===== src/rtl/seq_multiplier_8x8.sv =====
// Sequential unsigned shift-and-add multiplier, WIDTH x WIDTH -> 2*WIDTH.
// One WIDTH-bit add-with-carry step per cycle; the carry is shifted back into the
// upper accumulator half, so the result is always exact.
// Operands are taken on a valid/ready handshake in IDLE. The product is held in DONE
// until it is consumed.
// Optional build macro MULT_ZERO_BYPASS_EN: a zero operand goes straight from IDLE
// to DONE (1-cycle latency) instead of running the WIDTH-step loop.
module seq_multiplier_8x8 #(
  parameter int unsigned WIDTH = 8
) (
  input  logic               clk,
  input  logic               rst,
  input  logic               in_valid,
  output logic               in_ready,
  input  logic [WIDTH-1:0]   a,
  input  logic [WIDTH-1:0]   b,
  output logic               out_valid,
  input  logic               out_ready,
  output logic [2*WIDTH-1:0] product,
  output logic               busy
);

  localparam int unsigned CntW = (WIDTH > 1) ? $clog2(WIDTH) : 1;
  localparam logic [CntW-1:0] LastCnt = CntW'(WIDTH - 1);

  typedef enum logic [1:0] {
    StIdle = 2'd0,
    StCalc = 2'd1,
    StDone = 2'd2
  } state_t;

  state_t           state_q;
  logic [WIDTH-1:0] mcand_q;
  logic [WIDTH-1:0] acc_q;
  logic [WIDTH-1:0] mplier_q;
  logic [CntW-1:0]  cnt_q;

  logic [WIDTH:0]   step_sum;   // {carry, sum} of the current partial-product add
  logic             accept;
  logic             last_step;
  logic             zero_op;

  // Partial-product add: add the multiplicand only when the current multiplier LSB is set
  always_comb begin
    step_sum = {1'b0, acc_q};
    if (mplier_q[0]) begin
      step_sum = {1'b0, acc_q} + {1'b0, mcand_q};
    end
  end

  // Handshake and step bookkeeping decoded from the current state
  always_comb begin
    accept    = in_valid && (state_q == StIdle);
    last_step = (cnt_q == LastCnt);
    zero_op   = (a == '0) || (b == '0);
  end

  // Single FSM + datapath register block; reset discards any in-flight operation
  always_ff @(posedge clk or posedge rst) begin
    if (rst) begin
      state_q  <= StIdle;
      mcand_q  <= '0;
      acc_q    <= '0;
      mplier_q <= '0;
      cnt_q    <= '0;
    end else begin
      case (state_q)
        StIdle: begin
          if (accept) begin
            mcand_q  <= a;
            mplier_q <= b;
            acc_q    <= '0;
            cnt_q    <= '0;
`ifdef MULT_ZERO_BYPASS_EN
            if (zero_op) begin
              // Product is known to be zero; skip the shift loop entirely
              mplier_q <= '0;
              state_q  <= StDone;
            end else begin
              state_q  <= StCalc;
            end
`else
            state_q  <= StCalc;
`endif
          end
        end
        StCalc: begin
          // Right shift of {carry, sum, multiplier}: the carry lands in acc MSB
          {acc_q, mplier_q} <= {step_sum, mplier_q[WIDTH-1:1]};
          cnt_q             <= cnt_q + 1'b1;
          if (last_step) begin
            state_q <= StDone;
          end
        end
        StDone: begin
          if (out_ready) begin
            state_q <= StIdle;
          end
        end
        default: begin
          state_q <= StIdle;
        end
      endcase
    end
  end

  // Status outputs are pure state decodes; product is a direct view of the registers
  always_comb begin
    in_ready  = (state_q == StIdle);
    out_valid = (state_q == StDone);
    busy      = (state_q == StCalc) || (state_q == StDone);
    product   = {acc_q, mplier_q};
  end

`ifndef MULT_ZERO_BYPASS_EN
  // zero_op only steers the bypass build
  logic unused_zero_op;
  assign unused_zero_op = zero_op;
`endif

endmodule

===== config.mk =====
export PLATFORM = sky130hd
export DESIGN_NAME = seq_multiplier_8x8
export DESIGN_NICKNAME = d
export VERILOG_FILES = /design/src/rtl/seq_multiplier_8x8.sv
export SDC_FILE = /design/constraint.sdc
export NUM_CORES = 1
export LEC_CHECK = 0
export CAP_MARGIN = 40
export CORE_ASPECT_RATIO = 0.5
export CORE_MARGIN = 2
export CORE_UTILIZATION = 44
export CTS_BUF_LIST = sky130_fd_sc_hd__clkbuf_4 sky130_fd_sc_hd__clkbuf_8 sky130_fd_sc_hd__clkbuf_16
export CTS_CLUSTER_DIAMETER = 40
export DETAILED_ROUTE_END_ITERATION = 10
export GPL_ROUTABILITY_DRIVEN = 0
export PLACE_DENSITY_LB_ADDON = 0.05
export SYNTH_ARGS = -nofsm -noshare
export SYNTH_HDL_FRONTEND = slang
export SYNTH_SLANG_ARGS = --single-unit

===== constraint.sdc =====
create_clock -name clk -period 1.6 [get_ports clk]
set_input_delay 0.48 -clock clk [delete_from_list [all_inputs] [get_ports clk]]
set_output_delay 0.48 -clock clk [all_outputs]
set_load 0.01 [all_outputs]

* After elaboration in Yosys (flattened, before gate mapping) *
Cells that the tools add are included.

word-level totals
  memories = 0
  output and inout bits = 19
  bits in latches = 0
  bits in registers = 29
  logic and storage cells = 31
  bits in read-only memories = 0
  bits in writable memories = 0

cells by class
  reductions and logical operators = 7
  multiply operators = 0
  muxes and demuxes = 11
  div/mod/pow operators = 0
  shifts and indexed selects = 0
  add/sub/neg operators = 2
  bitwise operators = 0
  $lt $le $gt $ge = 0
  equal/unequal tests = 6

operator list
  kind                                                              count
  8-bit one-hot mux with 2 select lines                             2
  8-bit two-way mux                                                 2
  8-bit by 8-bit adder with 9-bit output                            1
  9-bit two-way mux                                                 1
  2-bit two-way mux                                                 3
  2-bit one-hot mux with 3 select lines                             1
  3-bit one-hot mux with 2 select lines                             1
  2-bit by 1-bit != test with 1-bit output (second input constant)  2
  2-bit AND reduction                                               2
  3-bit by 1-bit adder with 3-bit output (second input constant)    1
  3-bit == test (second input constant)                             1
  3-bit two-way mux                                                 1
  3-bit AND reduction                                               1
  2-bit by 1-bit == test with 1-bit output (second input constant)  1
  2-bit == test (second input constant)                             1
  2-bit logical NOT                                                 1
  2-bit != test (second input constant)                             1
  2-bit nonzero test                                                1
  1-bit logical AND                                                 1
  1-bit logical OR                                                  1

* Depth between registers and ports, before layout *
Gate-level depths: netlist of the first run.

  depth after elaboration = 4
  gate-level depth with buffers = 9
  depth with buffers taken out = 8

* Worst setup path before layout of the first run *
Ideal clock, no wire load.

  path type = reg-to-reg
  start = register acc_q[0]
  end = register acc_q[7]
  setup slack = -0.184 ns
  cell stages (with the launch flop) = 9
  period minus slack after synthesis = 1.784 ns
  arrival = 1.697 ns
  data required time = 1.513 ns
  cells stage by stage = dfrtp_1 ha_1 inv_1 fa_1 nor2b_1 o31a_1 o221a_2 o21ai_1 a22oi_1

between the ends
  word-level cells in the longest chain between the ends = 3

ends and longest elaborated chain
  item                                    RTL line  text
  start, declared                         34        logic [WIDTH-1:0] acc_q;
  start signal, assigned                  89        {acc_q, mplier_q} <= {step_sum, mplier_q[WIDTH-1:1]};
  8-bit by 8-bit adder with 9-bit output  47        step_sum = {1'b0, acc_q} + {1'b0, mcand_q};
  9-bit two-way mux                       46        if (mplier_q[0]) begin
  8-bit one-hot mux with 2 select lines   67        case (state_q)

Every way passes these cells.
A chain may end at the register's enable or synchronous reset.

* Worst setup path after layout of the first run *
  start = register acc_q[2]
  end = register acc_q[7]

Same word-level chain as after synthesis.

==> flow_summary_export.csv, run 1 <==
group,metric,value,unit
timing,period_share,112,%
floorplanning,dieWidth,90.1,um
yosys,synthTopCellsByCount,"dfrtp_1 (29), o21ai_0 (18), nand2_1 (17)",
worst_setup_path,crit_type,"reg -> reg",
run_status,status,"finished with violations",
routing,vias_per_cell,5.04,
yosys,synth.avg_cell_area,10.5,um^2
worst_setup_path,start_kind,"register",
timing,skew,4.30,ps
clock_network,clkSlewWorstSetupHoldPaths,70,ps
grt,grt_max_degree,30,
worst_setup_path,r2r_cells,7,
yosys,synthMuxAreaShare,11.7,%
yosys,synth_most_common_cell,"dfrtp_1",
yosys,yosys_register_bits,29,
timing,fin_ws,-189,ps
routing,dr_total_vias,1422,
yosys,yosysUniqueCellTypes,35,
run,maxCapViolations,0,
floorplanning,coreArea,3490,um^2
final_layout,utilization,72.5,%
timing,fmax,559,MHz
placement,place.port_buffers,38,
yosys,synth_top_area_share,44.5,%
clock_network,ctsHoldBuffers,0,
routing,drc,0,
hold_path,hold_depth,2,
floorplanning,die_area,4240,um^2
yosys,synthAdderAreaFrac,11.2,%
power_and_ir_drop,p_leak,0.00118,uW
final_layout,nets,264,
grt,track_usage,18.9,%
timing,period_minus_slack,1790,ps
final_layout,num-fill-cells,280,
timing,finalHoldViolations,0,
routing,routed_wl,3.85,mm
timing,rsz0062_at_grt,"true",
yosys,synth_edf_count,0,
timing,worst_pin_slew,212,ps
yosys,synth_top_family_by_area,"compound AO/OA/AOI/OAI gates",
worst_setup_path,r2r-end,"acc_q[7]",
worst_setup_path,cp_slowest_cell,"dfrtp_1",
clock_network,clock_tree.buffer_depth,2,
clock_network,clock_latency,280,ps
yosys,yosysWarnings,0,
timing,relSlewSlack,85.8,%
power_and_ir_drop,ir_drop,832,uV
yosys,ys.flop_type,"dfrtp_1",
floorplanning,die_h,47.0,um
worst_setup_path,path_max_fanout,3,
worst_setup_path,cp-end-kind,"register",
worst_setup_path,r2r-start,"acc_q[2]",
clock_network,cts.htree.levels,2,
worst_setup_path,required,1770,ps
yosys,synth-compound-area-share,17.0,%
yosys,synthArstFlopShare,100,%
routing,drtAntennaViolNets,0,
grt,grt_pass1_wl,6.15,mm
final_layout,antenna_cells,0,
worst_setup_path,critPathArrivalTime,1960,ps
worst_setup_path,regToRegSetupSlack,-190,ps
yosys,syn_nets,189,
floorplanning,rows,15,
placement,dpl.hpwl,2.72,mm
yosys,synth-simple-area-share,8.98,%
yosys,synth.area.top_cells,"dfrtp_1 (45%), ha_1 (10%), mux2_2 (6.2%)",
floorplanning,initial_core_util,46.7,%
run_status,violations,"negative setup slack",
clock_network,tritoncts,"built",
clock_network,cts_num_sinks,29,
yosys,ys_seq_area_share,44.5,%
routing,wire_per_inst,13.7,um
grt,grt_overflow,0,
hold_path,hold_path_end,"mplier_q[3]",
timing,holdWs,501,ps
clock_network,numCtsBuffers,5,
final_layout,synthToLayoutAreaGrowth,55.3,%
yosys,synth_xor_area_share,1.61,%
yosys,synth_area,1630,um^2
worst_setup_path,path_cells,"buf_6, ha_4, nor2b_2, o31a_1, o221a_2, o21ai_2, a22oi_2",
worst_setup_path,cpPeakStageDelay,410,ps
clock_network,cts_root_buffer,"clkbuf_8",
hold_path,min_from,"mplier_q[3]",
hold_path,worst_hold_path_type,"reg -> reg",
power_and_ir_drop,power_density,1980,nW/um^2
yosys,synth_cells,155,
grt,antenna_found_initial,0,
grt,grt_pass1_vias,1317,
routing,drt_iter0_drc,41,
timing,drv_slew,0,
routing,drt_first_pass_iters,4,
timing,setup_viol,6,
yosys,synth_top_area_cell,"dfrtp_1",
floorplanning,io_pins,39,
final_layout,drive_above_1_share,36.4,%
==> worst max-delay path: cells and delay by family, from the launching register on <==
| kind | cells | cell delay, ps |
|---|---|---|
| AND/OR/NAND/NOR | 1 | 150 |
| AO/OA/AOI/OAI | 4 | 770 |
| adder cells (fa/ha/maj) | 1 | 210 |
| buffers and inverters | 1 | 130 |
| flip-flops | 1 | 410 |
==> stage by stage <==
| stage | setup WS, ps | cell area (um^2) | setup TNS, ps | power [uW] | cells |
|---|---|---|---|---|---|
| floorplan | -129 | 1650 | -395 | 2910 | 155 |
| global placement | -226 | 2280 | -2530 | 3980 | 268 |
| detailed placement | -319 | 2280 | -2910 | 4040 | 268 |
| CTS | -161 | 2430 | -732 | 4730 | 281 |
| global route | -235 | 2530 | -1080 | 5440 | 282 |
| finish | -189 | 2530 | -681 | 5010 | 282 |
==> worst max path at each step <==
stage / endpoint / slack (ps) / from
6_report: acc_q[7] / -190 / acc_q[2]
3_3_place_gp: acc_q[3] / -230 / in_valid
2_1_floorplan: acc_q[7] / -130 / acc_q[0]
5_1_grt: acc_q[7] / -240 / mcand_q[0]
3_5_place_dp: acc_q[3] / -320 / in_valid
4_1_cts: acc_q[7] / -160 / mcand_q[0]
==> cell type report <==
| cell class | instances | area (um^2) | area share (%) |
|---|---|---|---|
| clock buffer | 5 | 68.8 | 2.72 |
| tap | 51 | 63.8 | 2.52 |
| multi-input combinational | 112 | 971 | 38.4 |
| clock inverter | 3 | 17.5 | 0.692 |
| timing repair buffer | 73 | 648 | 25.6 |
| sequential | 29 | 726 | 28.7 |
| inverter | 9 | 36.3 | 1.43 |
==> cell usage in the layout (no fill, tap or decap), drive strengths merged, types with 2 or more instances in the layout <==
master,count
mux2,9
buf,38
mux2i,9
ha,13
dlygate4sd2,12
nor2b,2
a22oi,4
inv,9
dfrtp,29
o21ai,20
xor2,3
clkbuf,6
clkdlybuf4s15,3
nor2,5
nand2,18
clkdlybuf4s50,19
o21a,2
a22o,2
a21oi,5
a211oi,2
clkinv,2
nor3,4
==> routing by layer <==
layer | track usage (%) | routed length, um | vias up | part of all wire [%]
met3 | 6.10 | 214 | 3 | 5.6
met5 | 0 | 0 | - | 0
li1 | - | - | 703 | -
met1 | 25.5 | 1880 | 678 | 49
met4 | 3.69 | 9 | 0 | 0.23
met2 | 31.4 | 1750 | 38 | 45
==> power breakdown <==
part	switching, uW	leakage, uW	internal (uW)	total (uW)
Sequential	231	0.000364	1060	1290
Clock	297	0.0000439	300	596
Combinational	1460	0.000771	1660	3130
Total	1990	0.00118	3020	5010
==> timing repair <==
item,in CTS,in global routing
pin swaps,12,8
buffers inserted,5,3
setup endpoints to repair,28,14
gates resized for setup,43,28
==> state kept, by name, summed over array words and instances (netlist names) <==
register / cells
cnt_q: 3
acc_q: 8
mplier_q: 8
state_q: 2
mcand_q: 8
==> cells by family after synthesis <==
logic type,count (synthesis)
compound gates,44
fa+ha+maj,14
buf+inv,14
simple gates,33
xor+xnor,3
mux,18
flops,29
Note: power is estimated with default switching activity, not from simulation.
==> run 2: changes to the inputs <==
Settings changed: ABC_AREA from default to 1, CORE_UTILIZATION 44 to 45.
==> flow_summary_export.csv, run 2 <==
group,metric,value,unit
timing,relSlewSlack,72.2,%
worst_setup_path,r2r-start,"acc_q[0]",
timing,period_minus_slack,1640,ps
timing,finalHoldViolations,0,
timing,worst_pin_slew,417,ps
final_layout,final_cell_mix,"nand2_1 (60), dfrtp_1 (29), nor2_1 (22)",
clock_network,cts.htree.levels,2,
final_layout,drive_above_1_share,26.8,%
floorplanning,dieWidth,91.6,um
power_and_ir_drop,clkPwrFrac,11.0,%
timing,drv_slew,0,
hold_path,worst_hold_path_type,"reg -> reg",
yosys,synth.area.top_cells,"dfrtp_1 (42%), nand2_1 (14%), ha_1 (9.4%)",
clock_network,clock_latency,270,ps
timing,skew,6.85,ps
power_and_ir_drop,p_int,3240,uW
yosys,yosysWarnings,0,
worst_setup_path,required,1820,ps
floorplanning,rows,15,
final_layout,top_regs,"acc_q: 8 flops, mcand_q: 8 flops, mplier_q: 8 flops",
timing,tns,-42.2,ps
timing,setup_viol,2,
worst_setup_path,path_max_fanout,3,
final_layout,synthToLayoutAreaGrowth,50.0,%
yosys,synth_area,1730,um^2
floorplanning,die_area,4380,um^2
routing,vias_per_cell,4.97,
floorplanning,die_h,47.8,um
placement,dp.cells,310,
grt,grt_max_degree,30,
power_and_ir_drop,switching_share,43.6,%
run,maxCapViolations,0,
clock_network,cts_num_sinks,29,
final_layout,nets,306,
routing,wire_per_inst,13.9,um
timing,fmax,610,MHz
yosys,ys_seq_area_share,42.1,%
power_and_ir_drop,pwr-share-comb,65.8,%
yosys,synth_top_area_share,42.1,%
timing,rsz0062_at_grt,"true",
final_layout,antenna_cells,0,
routing,drtAntennaViolNets,0,
power_and_ir_drop,power_density,2220,nW/um^2
grt,track_usage,20.0,%
hold_path,min_from,"cnt_q[1]",
final_layout,final_cells,323,
floorplanning,initial_core_util,48.6,%
routing,routed_wl,4.49,mm
yosys,ys.flop_type,"dfrtp_1",
placement,place.port_buffers,38,
power_and_ir_drop,share_seq_of_total_power,23.2,%
yosys,synth_edf_count,0,
floorplanning,coreArea,3550,um^2
timing,fin_ws,-40.1,ps
final_layout,utilization,72.9,%
routing,drt_iter0_drc,32,
timing,period_share,103,%
clock_network,numCtsBuffers,5,
routing,drc,0,
grt,antenna_found_initial,0,
yosys,synth.avg_cell_area,8.22,um^2
clock_network,clkSlewWorstSetupHoldPaths,70,ps
placement,dpl.hpwl,2.84,mm
grt,grt_pass1_vias,1493,
yosys,synth_cells,210,
yosys,yosysUniqueCellTypes,26,
routing,drt_first_pass_iters,6,
power_and_ir_drop,p_leak,0.00127,uW
grt,grt_overflow,0,
hold_path,hold_depth,2,
power_and_ir_drop,switching_power,2500,uW
worst_setup_path,startpoint,"acc_q[0]",
worst_setup_path,cp-end-kind,"register",
power_and_ir_drop,ir_drop,1180,uV
placement,dp_slack,-97.2,ps
worst_setup_path,crit_type,"reg -> reg",
clock_network,cts_root_buffer,"clkbuf_8",
final_layout,final-seq-area,726,um^2
final_layout,num-fill-cells,281,
yosys,synthTopCellsByCount,"nand2_1 (64), dfrtp_1 (29), nor2_1 (22)",
routing,dr_total_vias,1605,
yosys,synthArstFlopShare,100,%
final_layout,multiInputGateArea,1050,um^2
clock_network,clock_tree.buffer_depth,2,
clock_network,tritoncts,"built",
yosys,synth_most_common_cell,"nand2_1",
yosys,synth_top_area_cell,"dfrtp_1",
yosys,yosys_register_bits,29,
grt,grt_pass1_wl,6.69,mm
floorplanning,io_pins,39,
timing,holdWs,499,ps
run_status,violations,"negative setup slack",
worst_setup_path,start_kind,"register",
final_layout,final_common_cell,"nand2_1",
worst_setup_path,critPathArrivalTime,1860,ps
worst_setup_path,r2r_cells,11,
yosys,syn_nets,244,
run_status,status,"finished with violations",
## run 2: cell families after synthesis
family / after synthesis / synth area share, %
flip-flops: 29 / 42.1
AO/OA/AOI/OAI: 28 / 10.2
AND/OR/NAND/NOR: 105 / 25.5
adder cells (fa/ha/maj): 14 / 10.6
buffers and inverters: 26 / 6.60
XOR/XNOR: 1 / 0.508
multiplexers: 7 / 4.57
## run 2: metal layers
layer  vias up  global-route usage (%)  part of all wire, %
li1        804                       -                    -
met3         4                    5.67                  4.6
met4         0                    4.85                 0.47
met5         -                       0                    0
met1       750                    24.4                   47
met2        47                    36.8                   48
## run 2: power by group through the flow
stage	Clock, uW	Sequential, uW	Combinational (uW)
floorplan	0	1380	1940
global placement	0	1320	3080
detailed placement	0	1330	3140
CTS	644	1310	3210
global route	686	1380	4160
finish	632	1330	3770
## run 2: cell type report
type,count,share of cell area (%)
multi-input combinational,155,40.8
sequential,29,28.0
timing repair buffer,60,22.0
clock buffer,7,3.48
inverter,21,3.24
tap,51,2.47
## run 2: repair_timing
item | 4_1_cts | 5_1_grt
hold buffers | 0 | 0
resized for setup | 36 | 29
pin swaps | 3 | 2
endpoints found under the setup margin | 21 | 14
setup buffers | 4 | 1
hold endpoints to repair | 0 | 0
gates cloned | 0 | 1
## run 2: path summary, 6_finish.rpt
path | end | slack (ps)
worst max-delay path | acc_q[3] | -40
worst min-delay path | cnt_q[1] | 500
worst max register to register | acc_q[3] | -40
worst min register to register | cnt_q[1] | 500
max in group asynchronous | mcand_q[5] | 890
min in group asynchronous | cnt_q[0] | 540
## run 2: worst max-delay path: stages, from the launching register on
cell	delay [ps]
dfrtp_1	360
ha_2	190
inv_2	40
fa_2	340
inv_2	60
nand2_2	60
nand2_4	90
nand2_4	60
or2_4	230
nand3_2	50
nand2_1	50
nand2_1	50
## run 2: metrics by stage
step / cell area, um^2 / total power (uW)
global route: 2590 / 6220
global placement: 2290 / 4400
CTS: 2430 / 5160
floorplan: 1740 / 3320
detailed placement: 2290 / 4470
finish: 2590 / 5740
==> run 3: changes to the inputs <==
Settings changed: CORE_ASPECT_RATIO 0.5 to 1.2.
==> flow_summary_export.csv, run 3 (same netlist as run 2, synthesis figures left out) <==
group,metric,value,unit
run_status,status,"finished with violations",
run_status,violations,"negative setup slack",
timing,relSlewSlack,84.2,%
grt,grt_pass1_vias,1606,
worst_setup_path,regToRegSetupSlack,-20,ps
routing,routed_wl,4.02,mm
power_and_ir_drop,switching_share,43.4,%
floorplanning,coreArea,3660,um^2
clock_network,cts_num_sinks,29,
power_and_ir_drop,ir_drop,1350,uV
timing,drv_slew,0,
worst_setup_path,r2r-start,"acc_q[0]",
routing,vias_per_cell,4.91,
routing,drt_first_pass_iters,4,
placement,placed_cell_area,2310,um^2
clock_network,numCtsBuffers,5,
run,maxCapViolations,0,
clock_network,cts.htree.levels,2,
final_layout,final_cell_mix,"nand2_1 (59), dfrtp_1 (29), nor2_1 (22)",
clock_network,clkSlewWorstSetupHoldPaths,60,ps
worst_setup_path,cp-end-kind,"register",
timing,period_minus_slack,1620,ps
worst_setup_path,path_max_fanout,3,
worst_setup_path,r2r_cells,11,
grt,grt_overflow,0,
final_layout,antenna_cells,0,
timing,skew,7.58,ps
clock_network,clock_tree.buffer_depth,2,
clock_network,ctsHoldBuffers,0,
floorplanning,die_area,4350,um^2
placement,dp.cells,311,
worst_setup_path,critPathArrivalTime,1840,ps
final_layout,synthToLayoutAreaGrowth,45.8,%
routing,wire_per_inst,12.5,um
floorplanning,dieWidth,60.5,um
power_and_ir_drop,switching_power,2340,uW
timing,period_share,101,%
timing,setup_viol,1,
placement,dpl.hpwl,2.83,mm
power_and_ir_drop,p_leak,0.00124,uW
power_and_ir_drop,pwr-share-comb,63.8,%
routing,drc,0,
placement,place.port_buffers,38,
final_layout,final_cells,321,
grt,antenna_found_initial,0,
timing,fin_ws,-16.6,ps
final_layout,top_regs,"acc_q: 8 flops, mcand_q: 8 flops, mplier_q: 8 flops",
worst_setup_path,required,1820,ps
grt,grt_max_degree,30,
hold_path,worst_hold_path_type,"reg -> reg",
routing,drtAntennaViolNets,0,
clock_network,cts_root_buffer,"clkbuf_8",
timing,fmax,619,MHz
clock_network,tritoncts,"built",
hold_path,hold_path_end,"cnt_q[2]",
worst_setup_path,crit_type,"reg -> reg",
worst_setup_path,start_kind,"register",
final_layout,nets,303,
routing,drt_iter0_drc,31,
timing,rsz0062_at_grt,"true",
placement,dp_slack,-89.3,ps
power_and_ir_drop,p_int,3060,uW
floorplanning,initial_core_util,47.1,%
hold_path,hold_depth,2,
power_and_ir_drop,power_density,2150,nW/um^2
grt,track_usage,20.5,%
power_and_ir_drop,share_seq_of_total_power,24.6,%
final_layout,drive_above_1_share,26.0,%
timing,tns,-16.6,ps
floorplanning,rows,24,
timing,finalHoldViolations,0,
power_and_ir_drop,clkPwrFrac,11.5,%
routing,dr_total_vias,1575,
grt,grt_pass1_wl,6.77,mm
floorplanning,die_h,71.8,um
final_layout,stdcell_area,2520,um^2
timing,worst_pin_slew,236,ps
hold_path,min_from,"cnt_q[2]",
floorplanning,io_pins,39,
clock_network,clock_latency,280,ps
final_layout,final_common_cell,"nand2_1",
worst_setup_path,r2r-end,"acc_q[3]",
## run 3: cell types whose count changed in the layout (fill, tap and decap cells not counted), sizes merged
cell	before	now
buf	24	22
dlygate4sd2	16	15
clkbuf	8	7
clkdlybuf4s15	0	1
## run 3: worst max-delay path, stage by stage (launching register included)
cell and delay (ps):
dfrtp_1 360, ha_2 190, inv_2 40, fa_2 340, inv_2 70, nand2_2 60
nand2_4 80, nand2_2 60, or2_4 230, nand3_2 50, nand2_1 50, nand2_1 50
## run 3: power groups by stage
stage | Sequential (uW) | Combinational, uW | Clock, uW
finish | 1330 | 3450 | 623
global route | 1370 | 3890 | 677
CTS | 1310 | 3170 | 644
detailed placement | 1330 | 3170 | 0
global placement | 1320 | 3140 | 0
floorplan | 1380 | 1940 | 0
## run 3: cell type report
| type | instances | area [um^2] |
|---|---|---|
| repair buffers | 57 | 539 |
| inverters | 21 | 78.8 |
| multi-input cells | 155 | 1020 |
| flip-flops and latches | 29 | 726 |
| fillers | 342 | 1150 |
| well taps | 52 | 65.1 |
| clock buffers | 7 | 90.1 |
## run 3: stage by stage
step | util [%] | power (uW) | hold slack, ps
after floorplan | - | 3320 | 446
after global placement | 62.9 | 4460 | 460
after detailed placement | 62.9 | 4500 | 470
after CTS | 65.8 | 5130 | 484
after global routing | 68.7 | 5940 | 526
final | 68.7 | 5400 | 478
## run 3: routing by layer
| layer | routed length (um) | track usage, % |
|---|---|---|
| met1 | 1720 | 25.4 |
| met2 | 2030 | 33.7 |
| met3 | 176 | 5.96 |
| met4 | 94 | 7.00 |
| met5 | 0 | 0 |
## run 3: timing repair
action	CTS	global route
setup endpoints to repair	21	10
gates resized for setup	36	20
pin swaps	3	5
buffers inserted	3	0
## run 3: worst max-delay path by stage
| stage | slack (ps) | startpoint | endpoint |
|---|---|---|---|
| CTS | -10 | state_q[0] | busy |
| floorplan | -60 | acc_q[0] | acc_q[3] |
| global placement | -70 | in_valid | acc_q[1] |
| detailed placement | -90 | in_valid | acc_q[1] |
| finish | -20 | acc_q[0] | acc_q[3] |
| global route | -100 | acc_q[0] | acc_q[3] |
